**config.mk**
```make
export PLATFORM = sky130hd
export DESIGN_NAME = mod_n_counter_flat
export DESIGN_NICKNAME = d
export VERILOG_FILES = /design/src/rtl/mod_n_counter_if.sv /design/src/rtl/mod_n_counter.sv /design/src/flat_wrapper.sv
export SDC_FILE = /design/constraint.sdc
export NUM_CORES = 1
export LEC_CHECK = 0
export BUFFER_PORTS_ARGS = -buffer_cell sky130_fd_sc_hd__buf_2
export CAP_MARGIN = 20
export CORE_AREA = 4 4 41 43
export DETAILED_ROUTE_END_ITERATION = 6
export DIE_AREA = 0 0 45 47
export PLACE_DENSITY = 0.58
export SLEW_MARGIN = 25
export SYNTH_ARGS = -nofsm -noshare
export SYNTH_HDL_FRONTEND = slang
export SYNTH_SLANG_ARGS = --single-unit
export TNS_END_PERCENT = 1
```
**constraint.sdc**
```tcl
create_clock -name clk -period 1.4 [get_ports clk]
set_clock_uncertainty 0.1 [all_clocks]
set_input_delay 0.07 -clock clk [delete_from_list [all_inputs] [get_ports clk]]
set_output_delay 0.07 -clock clk [all_outputs]
set_load 0.02 [all_outputs]
```
**src/rtl/mod_n_counter_if.sv**
```systemverilog
// Bus bundle for mod_n_counter: control/load inputs and count/status outputs.
// master = the controlling logic, slave = the counter itself.
interface mod_n_counter_if #(
    parameter int WIDTH = 4
) ();
    logic             en;
    logic             up;
    logic             load;
    logic [WIDTH-1:0] load_val;
    logic [WIDTH-1:0] q;
    logic             wrap;
    logic             err;

    modport master (
        output en, up, load, load_val,
        input  q, wrap, err
    );

    modport slave (
        input  en, up, load, load_val,
        output q, wrap, err
    );
endinterface

```
**src/rtl/mod_n_counter.sv**
```systemverilog
// Synchronous modulo-N up/down counter with parallel load, registered wrap
// pulse for cascading, and a sticky flag for out-of-range loads.
module mod_n_counter #(
    parameter int WIDTH   = 4,
    parameter int MODULUS = 10
) (
    input  logic           clk,
    input  logic           reset,
    mod_n_counter_if.slave bus
);
    if (MODULUS < 2 || MODULUS > (1 << WIDTH)) begin : g_bad_modulus
        $error("mod_n_counter: MODULUS must satisfy 2 <= MODULUS <= 2**WIDTH");
    end

    // One extra bit so MODULUS == 2**WIDTH is representable.
    localparam logic [WIDTH:0] MOD_W  = (WIDTH+1)'(MODULUS);
    localparam logic [WIDTH:0] MOD_M1 = (WIDTH+1)'(MODULUS - 1);

    logic [WIDTH-1:0] q_q, q_d;
    logic             wrap_q, wrap_d;
    logic             err_q, err_d;

    logic [WIDTH:0]   q_ext;
    logic [WIDTH:0]   load_ext;
    logic [WIDTH:0]   step_ext;

    assign q_ext    = {1'b0, q_q};
    assign load_ext = {1'b0, bus.load_val};

    // Next-state: load beats count beats hold; wrap is detected by comparing
    // the current value against the end points, never by the carry.
    always_comb begin
        q_d      = q_q;
        wrap_d   = 1'b0;
        err_d    = err_q;
        step_ext = q_ext;
        if (bus.load) begin
            if (load_ext < MOD_W) begin
                q_d = bus.load_val;
            end else begin
                err_d = 1'b1;
            end
        end else if (bus.en) begin
            if (bus.up) begin
                if (q_ext == MOD_M1) begin
                    step_ext = '0;
                    wrap_d   = 1'b1;
                end else begin
                    step_ext = q_ext + 1'b1;
                end
            end else begin
                if (q_ext == '0) begin
                    step_ext = MOD_M1;
                    wrap_d   = 1'b1;
                end else begin
                    step_ext = q_ext - 1'b1;
                end
            end
            // Guard keeps q inside 0..MODULUS-1 even if state were corrupted.
            q_d = (step_ext < MOD_W) ? step_ext[WIDTH-1:0] : '0;
        end
    end

    // State registers with synchronous active-high reset.
    always_ff @(posedge clk) begin
        if (reset) begin
            q_q    <= '0;
            wrap_q <= 1'b0;
            err_q  <= 1'b0;
        end else begin
            q_q    <= q_d;
            wrap_q <= wrap_d;
            err_q  <= err_d;
        end
    end

    assign bus.q    = q_q;
    assign bus.wrap = wrap_q;
    assign bus.err  = err_q;
endmodule
```
**src/flat_wrapper.sv**
```systemverilog
// flat-port wrapper written by rule: the top's interface ports become plain ports
module mod_n_counter_flat 
#(
    parameter int WIDTH   = 4,
    parameter int MODULUS = 10
)
  (clk, reset, bus_en, bus_up, bus_load, bus_load_val, bus_q, bus_wrap, bus_err);
  mod_n_counter_if #(.WIDTH(WIDTH)) bus_i ();
  input  logic clk;
  input  logic reset;
  input wire logic [$bits(bus_i.en)-1:0] bus_en;
  input wire logic [$bits(bus_i.up)-1:0] bus_up;
  input wire logic [$bits(bus_i.load)-1:0] bus_load;
  input wire logic [$bits(bus_i.load_val)-1:0] bus_load_val;
  output wire logic [$bits(bus_i.q)-1:0] bus_q;
  output wire logic [$bits(bus_i.wrap)-1:0] bus_wrap;
  output wire logic [$bits(bus_i.err)-1:0] bus_err;
  assign bus_i.en = bus_en;
  assign bus_i.up = bus_up;
  assign bus_i.load = bus_load;
  assign bus_i.load_val = bus_load_val;
  assign bus_q = bus_i.q;
  assign bus_wrap = bus_i.wrap;
  assign bus_err = bus_i.err;
  mod_n_counter #(.WIDTH(WIDTH), .MODULUS(MODULUS)) u_core (.clk(clk), .reset(reset), .bus(bus_i));
endmodule
```
==> reports/results.ini <==
[die]
dieArea_sq_mm = 0.00212
die_y_microns = 47
rows = 13
fp.dieW_microns = 45
pin_count = 15
core_sq_mm = 0.00130
start_util_pct = 34.1

[placement]
dp_hpwl_microns = 912
pre_cts_ws_ns = 0.0000299
place_area_sq_um = 582
portBuffers = 14
gp_congestion = 0.799

[global_routing]
grt_overflow = 0
antenna_found_initial = 0
grt_pass1_wl_microns = 1990
grt_pass1_vias = 462
grtUsageTotal_pct = 12.8
grt_max_degree = 16

[outcome]
violations = hold timing, setup timing
status = finished with violations

[route]
wl_per_cell_microns = 12.2
drc = 0
first_pass_iters = 4
wirelength_microns = 1160
vias = 512
vias_per_cell = 5.39
dr.first_iter.drc_count = 3
ant_nets = 0

[logic_synthesis]
yosysTopAreaCellShare_pct = 27.0
syn_area_sq_um = 444
syn_nets = 66
ys.flop_type = dfxtp_1
seq_area_frac_synth_pct = 27.0
ys_warn_count = 0
yosysMostFrequentCell = dfxtp_1
synth.area.top_cells = dfxtp_1, a21oi_1, nor3_1, o221ai_1, a211oi_1
ys_async_sr_fraction_pct = 0
ys_ff_latch = 6
synthCells = 57
synth_top_area_cell = dfxtp_1
avgSynthCellArea_sq_um = 7.79
ys_top_cells_by_count = dfxtp_1, a21oi_1, nor3_1
synth-edff-count = 0
ys_types = 32

[timing]
slew_viol_final = 0
relSlewSlack_pct = 76.5
min_period_ns = 1.43
rsz0062_at_grt = true
hold_violations = 3
fmax_mhz = 699
fin_crit_sh_pct = 102
hold_ws_ns = -0.0313
fin_ws_ns = -0.0300
worstMarginPinSlew_ns = 0.348
setup_violations = 1

[final_layout]
nets = 90
area_growth_pct = 40.6
drive_gt1_share_pct = 41.3
insertedDiodeCount = 0
design_area_sq_um = 624

[critical_path]
cp_slowest_cell = dfxtp_4
crit_type = flip-flop to flip-flop
worstPathArrival_ns = 1.50
critPathMaxFanout = 7
worstPathCellList = or3b_1 -> a221oi_2 -> o221ai_1 -> a21oi_1
required_ns = 1.47
start_kind = flip-flop
crit_path_end_kind = flip-flop
crit_path_max_incr_delay_ns = 0.36

[clock_network]
cts_sinks = 6
postCtsHoldBufs = 1
cts_max_level = 1
clk-insertion-delay-late_ns = 0.25
clk_pin_slew_ns = 0.06
cts_buffers = 3
cts_root_buf = clkbuf_4
cts_tree = done
cts_setup_buffers = 0
clock_path_buffers = 2

[power]
powerDensity_mw_per_mm2 = 885
p_leak_nw = 0.280
irDropWorstVdd_mv = 0.414

[min_path]
hold_path.class = input pin to flip-flop

[flow_run]
maxCapViolCount = 0

-- stage by stage --
stage | TNS, ns | util [%] | power [mW] | instances
after detailed placement | 0 | 44.7 | 0.373 | 90
after CTS | -0.0304 | 47.5 | 0.558 | 95
after global routing | -0.0642 | 48.0 | 0.586 | 95
after global placement | 0 | 44.7 | 0.373 | 90
after floorplan | -0.121 | - | 0.306 | 57
final | -0.0300 | 48.0 | 0.553 | 95
-- layer usage --
layer / up-vias / track usage, % / wire [microns]
met4: 0 / 3.51 / 0
met5: - / 0 / 0
li1: 265 / - / -
met1: 234 / 15.8 / 525
met2: 13 / 21.2 / 560
met3: 0 / 4.60 / 72
-- flip-flops by register name, indices dropped and copies added (netlist names) --
| signal | count |
|---|---|
| u_core.bus.wrap | 1 |
| u_core.bus.q | 4 |
| u_core.bus.err | 1 |
-- power breakdown --
part	leakage (nW)	switching, mW	internal, mW
combinational	0.214	0.0959	0.0828
sequential	0.0505	0.0122	0.184
clock	0.0150	0.0695	0.108
total	0.280	0.178	0.375
-- worst max-delay path: cells and delay by family, from the launching register on --
kind | cells | cell delay (ns)
flip-flops | 1 | 0.36
AO/OA/AOI/OAI | 3 | 0.52
AND/OR/NAND/NOR | 1 | 0.36
-- placed cells by master (no fill, tap or decap), types with 2 or more instances in the layout --
cell,n
buf_2,14
buf_4,9
nor3_1,5
a21oi_1,5
inv_1,4
dfxtp_1,4
nand2_1,3
clkbuf_4,3
o21ai_0,2
nor4_1,2
o221ai_1,2
a211oi_1,2
-- final timing paths --
path / from / depth (start not counted) / end / slack [ns]
setup / recovery: u_core.bus.q[2] / 4 / u_core.bus.q[1] / -0.03
hold / removal: reset / 2 / u_core.bus.q[1] / -0.03
setup reg to reg: u_core.bus.q[2] / 4 / u_core.bus.q[1] / -0.03
hold reg to reg: u_core.bus.q[2] / 2 / u_core.bus.wrap / 0.46
-- kinds of logic after synthesis --
logic type      Yosys count  synth area share, %
compound gates           19                 29.3
buf+inv                   9                 9.86
mux                       1                 2.25
simple gates             20                 27.6
xor+xnor                  2                 3.94
flops                     6                 27.0
-- what timing repair did --
action | in CTS | in global routing
hold endpoints to repair | 4 | 2
setup endpoints to repair | 1 | 4
resized for setup | 0 | 2
-- layout make-up --
type                       count  area [sq um]
inverter                       4          15.0
clock buffer                   4          26.3
timing repair buffer          24           148
sequential                     6           125
tap                           15          18.8
fill                         138           677
multi-input combinational     42           292
Power figures use the tool's default switching activity.
